[src/rtl/qep_pkg.sv]
// qep_pkg: shared state type, default widths and quadrature step table for the QEP decoder.
package qep_pkg;
   typedef enum logic {INIT, RUN} qep_state_t;
   localparam int POS_W_DEF = 32;
   localparam int ERR_W_DEF = 8;
   // Indexed by {prev_ab, cur_ab}; a set bit marks a forward step (00->01->11->10->00).
   // A reverse step is the same table indexed by {cur_ab, prev_ab}.
   localparam logic [15:0] FWD_LUT = 16'h4182;
endpackage

[src/rtl/qep_glitch_filter.sv]
// qep_glitch_filter: accepts a new input level only after FILT_CYC consecutive differing samples.
module qep_glitch_filter
   import qep_pkg::*;
#(
   parameter int FILT_CYC = 4
) (
   input  logic clk,
   input  logic rst,
   input  logic en,
   input  logic init,
   input  logic clr,
   input  logic raw,
   output logic filt
);
   logic [3:0] cnt;
   always_ff @(posedge clk) begin
      if (rst) begin
         cnt  <= '0;
         filt <= 1'b0;
      end else if (init || !en) begin
         filt <= raw;
         cnt  <= '0;
      end else if (clr || raw == filt) begin
         cnt <= '0;
      end else if (cnt == 4'(FILT_CYC - 1)) begin
         filt <= raw;
         cnt  <= '0;
      end else begin
         cnt <= cnt + 4'd1;
      end
   end
endmodule

[src/rtl/qep_decoder.sv]
// qep_decoder: filtered quadrature decoder with position counter, index capture and
// illegal-transition tracking.
module qep_decoder
   import qep_pkg::*;
#(
   parameter int POS_W    = POS_W_DEF,
   parameter int FILT_CYC = 4,
   parameter int ERR_W    = ERR_W_DEF
) (
   input  logic             clk,
   input  logic             rst,
   input  logic             a_sync,
   input  logic             b_sync,
   input  logic             idx_sync,
   input  logic             filt_en,
   input  logic             idx_clr_en,
   input  logic             load,
   input  logic [POS_W-1:0] load_val,
   input  logic             err_clr,
   output logic [POS_W-1:0] pos,
   output logic             dir,
   output logic             step,
   output logic [POS_W-1:0] idx_pos,
   output logic             idx_evt,
   output logic             err,
   output logic [ERR_W-1:0] err_cnt
);
   qep_state_t       state_q, state_n;
   logic             a_f, b_f, idx_f, filt_en_q, en_chg, init;
   logic [1:0]       prev_ab, ab_f;
   logic             prev_idx, run, fwd, rev, ill, idx_rise;
   logic [POS_W-1:0] pos_n;
   logic [ERR_W-1:0] err_cnt_n;
   logic             err_n, dir_n;

   assign init   = state_q == INIT;
   assign en_chg = filt_en ^ filt_en_q;
   assign ab_f   = {a_f, b_f};

   qep_glitch_filter #(.FILT_CYC(FILT_CYC)) u_filt_a (
      .clk(clk), .rst(rst), .en(filt_en), .init(init), .clr(en_chg), .raw(a_sync), .filt(a_f)
   );
   qep_glitch_filter #(.FILT_CYC(FILT_CYC)) u_filt_b (
      .clk(clk), .rst(rst), .en(filt_en), .init(init), .clr(en_chg), .raw(b_sync), .filt(b_f)
   );
   qep_glitch_filter #(.FILT_CYC(FILT_CYC)) u_filt_idx (
      .clk(clk), .rst(rst), .en(filt_en), .init(init), .clr(en_chg), .raw(idx_sync), .filt(idx_f)
   );

   always_comb begin
      state_n   = RUN;
      run       = state_q == RUN;
      fwd       = run && FWD_LUT[{prev_ab, ab_f}];
      rev       = run && FWD_LUT[{ab_f, prev_ab}];
      ill       = run && (&(prev_ab ^ ab_f));
      idx_rise  = run && idx_f && !prev_idx;
      // Load beats an index clear, which beats the decoded step.
      pos_n     = load ? load_val
                : (idx_rise && idx_clr_en) ? '0
                : fwd ? pos + POS_W'(1)
                : rev ? pos - POS_W'(1)
                : pos;
      dir_n     = fwd ? 1'b1 : rev ? 1'b0 : dir;
      err_n     = ill || (err && !err_clr);
      err_cnt_n = err_clr ? (ill ? ERR_W'(1) : '0)
                : (ill && !(&err_cnt)) ? err_cnt + ERR_W'(1)
                : err_cnt;
   end

   always_ff @(posedge clk) begin
      if (rst) state_q <= INIT;
      else     state_q <= state_n;
   end

   always_ff @(posedge clk) begin
      if (rst) begin
         prev_ab   <= '0;
         prev_idx  <= 1'b0;
         filt_en_q <= 1'b0;
         pos       <= '0;
         dir       <= 1'b0;
         step      <= 1'b0;
         idx_pos   <= '0;
         idx_evt   <= 1'b0;
         err       <= 1'b0;
         err_cnt   <= '0;
      end else begin
         prev_ab   <= init ? {a_sync, b_sync} : ab_f;
         prev_idx  <= init ? idx_sync : idx_f;
         filt_en_q <= filt_en;
         pos       <= pos_n;
         dir       <= dir_n;
         step      <= fwd || rev;
         idx_evt   <= idx_rise;
         if (idx_rise) idx_pos <= pos;
         err       <= err_n;
         err_cnt   <= err_cnt_n;
      end
   end
endmodule
[config.mk]
export PLATFORM = sky130hd
export DESIGN_NAME = qep_decoder
export DESIGN_NICKNAME = d
export VERILOG_FILES = /design/src/rtl/qep_pkg.sv /design/src/rtl/qep_glitch_filter.sv /design/src/rtl/qep_decoder.sv
export SDC_FILE = /design/constraint.sdc
export NUM_CORES = 1
export LEC_CHECK = 0
export ABC_AREA = 1
export BUFFER_PORTS_ARGS = -buffer_cell sky130_fd_sc_hd__buf_2
export CAP_MARGIN = 25
export CORE_UTILIZATION = 50
export CTS_BUF_LIST = sky130_fd_sc_hd__clkbuf_8
export DETAILED_ROUTE_END_ITERATION = 7
export GPL_TIMING_DRIVEN = 0
export PLACE_DENSITY_LB_ADDON = 0.12
export SLEW_MARGIN = 10
export SYNTH_ARGS = -nofsm -noshare
export SYNTH_HDL_FRONTEND = slang
export SYNTH_SLANG_ARGS = --single-unit
export TNS_END_PERCENT = 30
[constraint.sdc]
create_clock -name clk -period 3.5 [get_ports clk]
set_input_delay 0.525 -clock clk [delete_from_list [all_inputs] [get_ports clk]]
set_output_delay 0.525 -clock clk [all_outputs]
set_load 0.03 [all_outputs]
==> metrics.cfg, run 1 <==
[logic_synthesis]
synth_cells = 1018
syn_nets = 1101
ys_ff_latch = 96
synthArstFlopShare_pct = 0
synthDistinctLibCells = 32
seq_area_frac_synth_pct = 30.4
synthFlopType = dfxtp_1
synth.avg_cell_area_sq_um = 6.22
synth_edf_count = 0
syn_area_sq_um = 6330
yosys_warnings = 0

[place]
post_dp_cell_area_sq_um = 7130
hpwlAfterDp_um = 14100
io_buffers = 115
dpl_worst_slack_ns = 0.506
gp_congestion = 0.952

[timing]
max_freq_ghz = 0.330
final_max_slew_viol_count = 0
finalWorstPathRequiredPeriod_ns = 3.03
fin_skew_ns = 0.0158
setup_viol = 0
holdWs_ns = 0.377
rsz0062_at_grt = false
setup_ws_ns = 0.470
period_share_pct = 86.6
hold_viol_final = 0
worstMarginPinSlew_ns = 0.645
slew_headroom_pct = 57.0

[pwr]
seq_power_share_pct = 32.7
power_switching_share_pct = 46.1
p_clk_share_pct = 19.9
irDropWorstVdd_v = 0.000258
p_per_area_nw_per_um2 = 544
pwr-share-comb_pct = 47.4
internal_power_mw = 2.16
p_leak_nw = 4.15
switchingPower_mw = 1.84

[route]
wirelength_um = 17800
dr_total_vias = 6595
drt_iter0_markers = 508
wl_per_cell_um = 13.5
highest_layer = met4
postRouteAntennaNets = 0
m1WireLength_um = 8340
detail_route.vias_per_cell = 5.00
drc = 0
first_pass_iters = 7
wl_met3_um = 1160
wl_met2_um = 8060

[finish]
fill_cells = 1271
multi_input_area_sq_um = 3670
layout-drive-gt1-share_pct = 13.2
mostFrequentLayoutCells = nand2_1, inv_1, nor2_1
final_nets = 1228
final_cell_area_sq_um = 7350
fin_util_pct = 60.4
synthToLayoutAreaGrowth_pct = 16.1
regArea_sq_um = 1920
final_common_cell = nand2_1
diodes = 0

[clock_tree]
clk_pin_slew_ns = 0.10
cts_root_buf = clkbuf_8
numCtsBuffers = 9
clk_latency_ns = 0.39
cts_buffer_depth = 2
htree_levels = 3
cts.sinks = 96
hold_buffers = 0
cts_tree = done
cts_resized = 0
postCtsSetupBuffers = 0

[critical_path]
cp_data_required_time_ns = 3.82
arrival_ns = 3.35
end_kind = flip-flop
critPathLaunchType = flip-flop
criticalPathCategory = flip-flop to flip-flop
cp_max_fo = 31

[status]
status = complete, no violations

[floorplanning]
core_area_sq_um = 12200
die_area_sq_um = 13100
ios = 117
die_h_um = 114
num_rows = 40
fp.dieW_um = 114
start_util_pct = 52.0

[global_routing]
overflow = 0
grt_pass1_vias = 5995
grt_max_degree = 32
grt_pass1_wl_um = 28900
grt_use_total_pct = 28.5
antenna_found_initial = 0

[flow_run]
cap_viol_max_count = 0

[worst_hold_path]
hold_path_class = input pin to flip-flop

[power by group through the flow]
stage / Clock (mW) / Sequential [mW] / Combinational, mW
6_report: 0.795 / 1.31 / 1.90
5_1_grt: 0.848 / 1.32 / 2.15
4_1_cts: 0.814 / 1.31 / 1.88
3_5_place_dp: 0 / 1.33 / 1.87
3_3_place_gp: 0 / 1.33 / 1.85
2_1_floorplan: 0 / 1.45 / 1.25
[worst paths after layout]
| check | start | to | slack, ns | cells past startpoint |
|---|---|---|---|---|
| hold reg to reg | u_filt_idx.cnt[0] | u_filt_idx.cnt[0] | 0.46 | 1 |
| hold / removal | filt_en | filt_en_q | 0.38 | 3 |
| setup reg to reg | u_filt_b.filt | pos[28] | 0.47 | 13 |
| setup / recovery | u_filt_b.filt | pos[28] | 0.47 | 13 |
[logic make-up (layout without fill, tap and decap cells)]
kind of cell,count (synthesis),after routing,share of synthesized area (%)
AND/OR/NAND/NOR,516,516,33.1
buffers and inverters,183,315,11.7
AO/OA/AOI/OAI,154,154,12.7
flip-flops,96,96,30.4
adder cells (fa/ha/maj),42,42,8.42
XOR/XNOR,27,27,3.74
[final cells by class]
cell class              instances  share of cell area, %
plain buffers                  27                   2.09
clock buffers                   9                   1.69
clock inverters                 7                   1.23
inverters                     156                   7.97
multi-input cells             739                   49.9
flip-flops and latches         96                   26.2
well taps                     168                   2.86
repair buffers                116                   8.11
[synthesized netlist by cell type (all sizes together) (4+ instances only)]
| master | number | area [sq um] |
|---|---|---|
| ha | 41 | 513 |
| a31oi | 12 | 75.1 |
| o21ai | 74 | 370 |
| nand3 | 47 | 253 |
| dfxtp | 96 | 1920 |
| xor2 | 20 | 175 |
| buf | 8 | 82.6 |
| nand3b | 5 | 37.5 |
| and2 | 4 | 25.0 |
| nor2 | 133 | 507 |
| nand4 | 5 | 31.3 |
| inv | 156 | 586 |
| nor3 | 7 | 40.0 |
| xnor2 | 7 | 61.3 |
| clkbuf | 19 | 71.3 |
| nand2 | 311 | 1170 |
| a21oi | 62 | 310 |
[state kept, by name (all words and copies together) (netlist names)]
name             cells
dir                  1
err                  1
err_cnt              8
filt_en_q            1
idx_evt              1
idx_pos             32
pos                 32
prev_ab              2
prev_idx             1
run                  1
step                 1
u_filt_a.cnt         4
u_filt_a.filt        1
u_filt_b.cnt         4
u_filt_b.filt        1
u_filt_idx.cnt       4
u_filt_idx.filt      1
[critical path: stages, from the launching register on]
cell	delay, ns
dfxtp_1	0.42
xor2_1	0.24
nand3_2	0.35
buf_12	0.31
fa_1	0.48
nand3_1	0.12
nand3_1	0.17
nand3_1	0.12
nand3b_1	0.21
nand2_1	0.19
nand2_1	0.07
nand2_1	0.06
nand3_1	0.07
a21oi_1	0.14
[through the flow]
step	instances	setup TNS [ns]	power (mW)
2_1_floorplan	1018	0	2.71
3_3_place_gp	1301	-0.117	3.18
3_5_place_dp	1302	0	3.20
4_1_cts	1318	0	4.00
5_1_grt	1318	0	4.32
6_report	1318	0	4.00
[per-layer routing]
metal / vias to the layer above / GRT usage [%]
li1: 3437 / -
met1: 2944 / 37.7
met2: 193 / 47.8
met3: 21 / 4.55
met4: 0 / 8.05
met5: - / 0
Power figures use the tool's default switching activity.
==> run 2: changes to the inputs <==
--- a/config.mk
+++ b/config.mk
@@ -6,13 +6,15 @@
 export NUM_CORES = 1
 export LEC_CHECK = 0
 export ABC_AREA = 1
-export BUFFER_PORTS_ARGS = -buffer_cell sky130_fd_sc_hd__buf_2
+export BUFFER_PORTS_ARGS = -buffer_cell sky130_fd_sc_hd__clkbuf_2
 export CAP_MARGIN = 25
 export CORE_UTILIZATION = 50
 export CTS_BUF_LIST = sky130_fd_sc_hd__clkbuf_8
+export CTS_CLUSTER_DIAMETER = 60
 export DETAILED_ROUTE_END_ITERATION = 7
 export GPL_TIMING_DRIVEN = 0
 export PLACE_DENSITY_LB_ADDON = 0.12
+export RECOVER_POWER = 100
 export SLEW_MARGIN = 10
 export SYNTH_ARGS = -nofsm -noshare
 export SYNTH_HDL_FRONTEND = slang
==> run 2 against run 1 <==
Effect of this change:
- utilization fell by 1.1 points
- sequential power barely moved
- wire length fell by 1.1%
- maximum frequency fell by 0.65%
- design area fell by 1.8%
- critical path depth did not move
- clock skew fell by 0.010 ns
- register-to-register slack got worse by 0.02 ns
==> metrics.cfg, run 2 (synthesis results as in run 1) <==
[status]
status = complete, no violations

[timing]
rsz0062_at_grt = false
worstMarginPinSlew_ns = 0.635  ; -0.0102 ns
setup_viol = 0  ; unchanged
max_freq_ghz = 0.328  ; -0.65%
finalWorstPathRequiredPeriod_ns = 3.05  ; +0.0198 ns
period_share_pct = 87.2  ; +0.57 points
final_max_slew_viol_count = 0  ; unchanged
fin_skew_ns = 0.00583  ; -0.00999 ns
hold_viol_final = 0  ; unchanged
slew_headroom_pct = 57.7  ; +0.68 points

[pwr]
p_per_area_nw_per_um2 = 540  ; -0.79%
p_clk_share_pct = 18.5  ; -1.4 points
irDropWorstVdd_v = 0.000247  ; -4.4%
p_leak_nw = 3.84  ; -7.3%
internal_power_mw = 2.07  ; -4.2%
power_switching_share_pct = 47.0  ; +0.93 points
seq_power_share_pct = 33.6  ; +0.9 points
pwr-share-comb_pct = 47.9  ; +0.5 points
power_mw = 3.90  ; -2.5%
switchingPower_mw = 1.83  ; -0.56%

[clock_tree]
cts.sinks = 96  ; unchanged
cts_tree = done
hold_buffers = 0  ; unchanged
postCtsSetupBuffers = 0  ; unchanged
clk_pin_slew_ns = 0.10  ; about the same
htree_levels = 3  ; unchanged
cts_resized = 0  ; unchanged
numCtsBuffers = 9  ; unchanged
cts_root_buf = clkbuf_8
clk_latency_ns = 0.39  ; about the same
cts_buffer_depth = 2  ; unchanged

[critical_path]
crit_slowest_cell = fa_1
end_kind = flip-flop
critPathLaunchType = flip-flop
cp_common_cell = nand3_1
arrival_ns = 3.37  ; +0.02 ns
cp_data_required_time_ns = 3.82  ; about the same
max_stage_delay_ns = 0.49  ; about the same
path_cells = xor2_1 -> nand3_2 -> buf_12 -> fa_1 -> nand3_1 -> nand3_1 -> nand3_1 -> nand3b_1 -> nand2_1 -> nand2_1 -> nand2_1 -> nand3_1 -> a21oi_1
criticalPathCategory = flip-flop to flip-flop
cp_max_fo = 31  ; unchanged

[route]
first_pass_iters = 5  ; -2
drt_iter0_markers = 555  ; +9.3%
detail_route.vias_per_cell = 4.96  ; -0.92%
postRouteAntennaNets = 0  ; unchanged
wirelength_um = 17600  ; -1.1%
wl_per_cell_um = 13.4  ; -1.1%
dr_total_vias = 6534  ; -0.92%
drc = 0  ; unchanged

[global_routing]
overflow = 0  ; unchanged
grt_max_degree = 32  ; unchanged
grt_pass1_wl_um = 28000  ; -3.0%
grt_use_total_pct = 27.6  ; -0.84 points
grt_pass1_vias = 5766  ; -3.8%
antenna_found_initial = 0  ; unchanged

[floorplanning]
start_util_pct = 52.0  ; unchanged
die_area_sq_um = 13100  ; unchanged
core_area_sq_um = 12200  ; unchanged
ios = 117  ; unchanged
fp.dieW_um = 114  ; unchanged
die_h_um = 114  ; unchanged
num_rows = 40  ; unchanged

[flow_run]
cap_viol_max_count = 0  ; unchanged

[place]
gp_congestion = 0.955  ; +0.40%
place_inst = 1302  ; unchanged
io_buffers = 115  ; unchanged
hpwlAfterDp_um = 14100  ; -0.55%

[finish]
synthToLayoutAreaGrowth_pct = 14.1
layout-drive-gt1-share_pct = 6.17  ; -7.0 points
diodes = 0  ; unchanged
final_nets = 1228  ; unchanged
finalNonFillerCells = 1318  ; unchanged
fill_cells = 1340  ; +5.4%
mostFrequentLayoutCells = nand2_1, inv_1, nor2_1
reg_top3 = idx_pos x32, pos x32, err_cnt x8
final_common_cell = nand2_1
fin_util_pct = 59.4  ; -1.1 points

[worst_hold_path]
hold_path_class = input pin to flip-flop

run 2: cell types whose count changed in the layout (fill, tap and decap cells not counted), moves of 2 or more:
cell,previous run,this run
and2_0,0,2
and2_1,4,2
buf_2,115,0
clkbuf_1,19,96
clkbuf_2,0,38
run 2: area by class of cell:
cell class,count,area [sq um],share of cell area (%)
plain buffers,27,154,2.13
clock buffers,9,124,1.72
clock inverters,7,72.6,1.01
inverters,156,586,8.11
multi-input cells,739,3650,50.6
flip-flops and latches,96,1920,26.6
well taps,168,210,2.91
repair buffers,116,499,6.92
run 2: metal layers:
metal	vias up	share of wire, %	track usage (%)
met2	176	44	44.4
met5	-	0	0
met3	25	6.0	4.71
met4	0	2.0	8.74
met1	2885	47	37.5
li1	3448	-	-
run 2: final timing paths:
check | from | endpoint | slack (ns) | cells after the start
max | u_filt_b.filt | pos[28] | 0.45 | 13
min | filt_en | filt_en_q | 0.37 | 3
max reg2reg | u_filt_b.filt | pos[28] | 0.45 | 13
min reg2reg | u_filt_a.cnt[0] | u_filt_a.cnt[0] | 0.46 | 1
run 2: critical path, delay by kind of cell, from the launching register on:
| family | cells | cell delay, ns |
|---|---|---|
| AO/OA/AOI/OAI | 1 | 0.15 |
| XOR/XNOR | 1 | 0.25 |
| adder cells (fa/ha/maj) | 1 | 0.49 |
| buffers and inverters | 1 | 0.30 |
| flip-flops | 1 | 0.43 |
| AND/OR/NAND/NOR | 9 | 1.36 |
run 2: power groups by stage:
stage	Combinational, mW	Sequential, mW	Clock (mW)
after global placement	1.85	1.33	0
after floorplan	1.25	1.45	0
after CTS	1.88	1.31	0.740
after global routing	2.11	1.32	0.781
final	1.87	1.31	0.722
after detailed placement	1.87	1.33	0
run 2: metrics by stage:
stage	area (sq um)	worst slack (ns)	setup TNS (ns)	hold WS, ns
CTS	7330	0.482	0	0.359
global route	7220	0.290	0	0.382
finish	7220	0.450	0	0.374
floorplan	6330	0.753	0	0.418
detailed placement	7130	0.517	0	0.438
global placement	7110	-0.105	-0.164	0.429
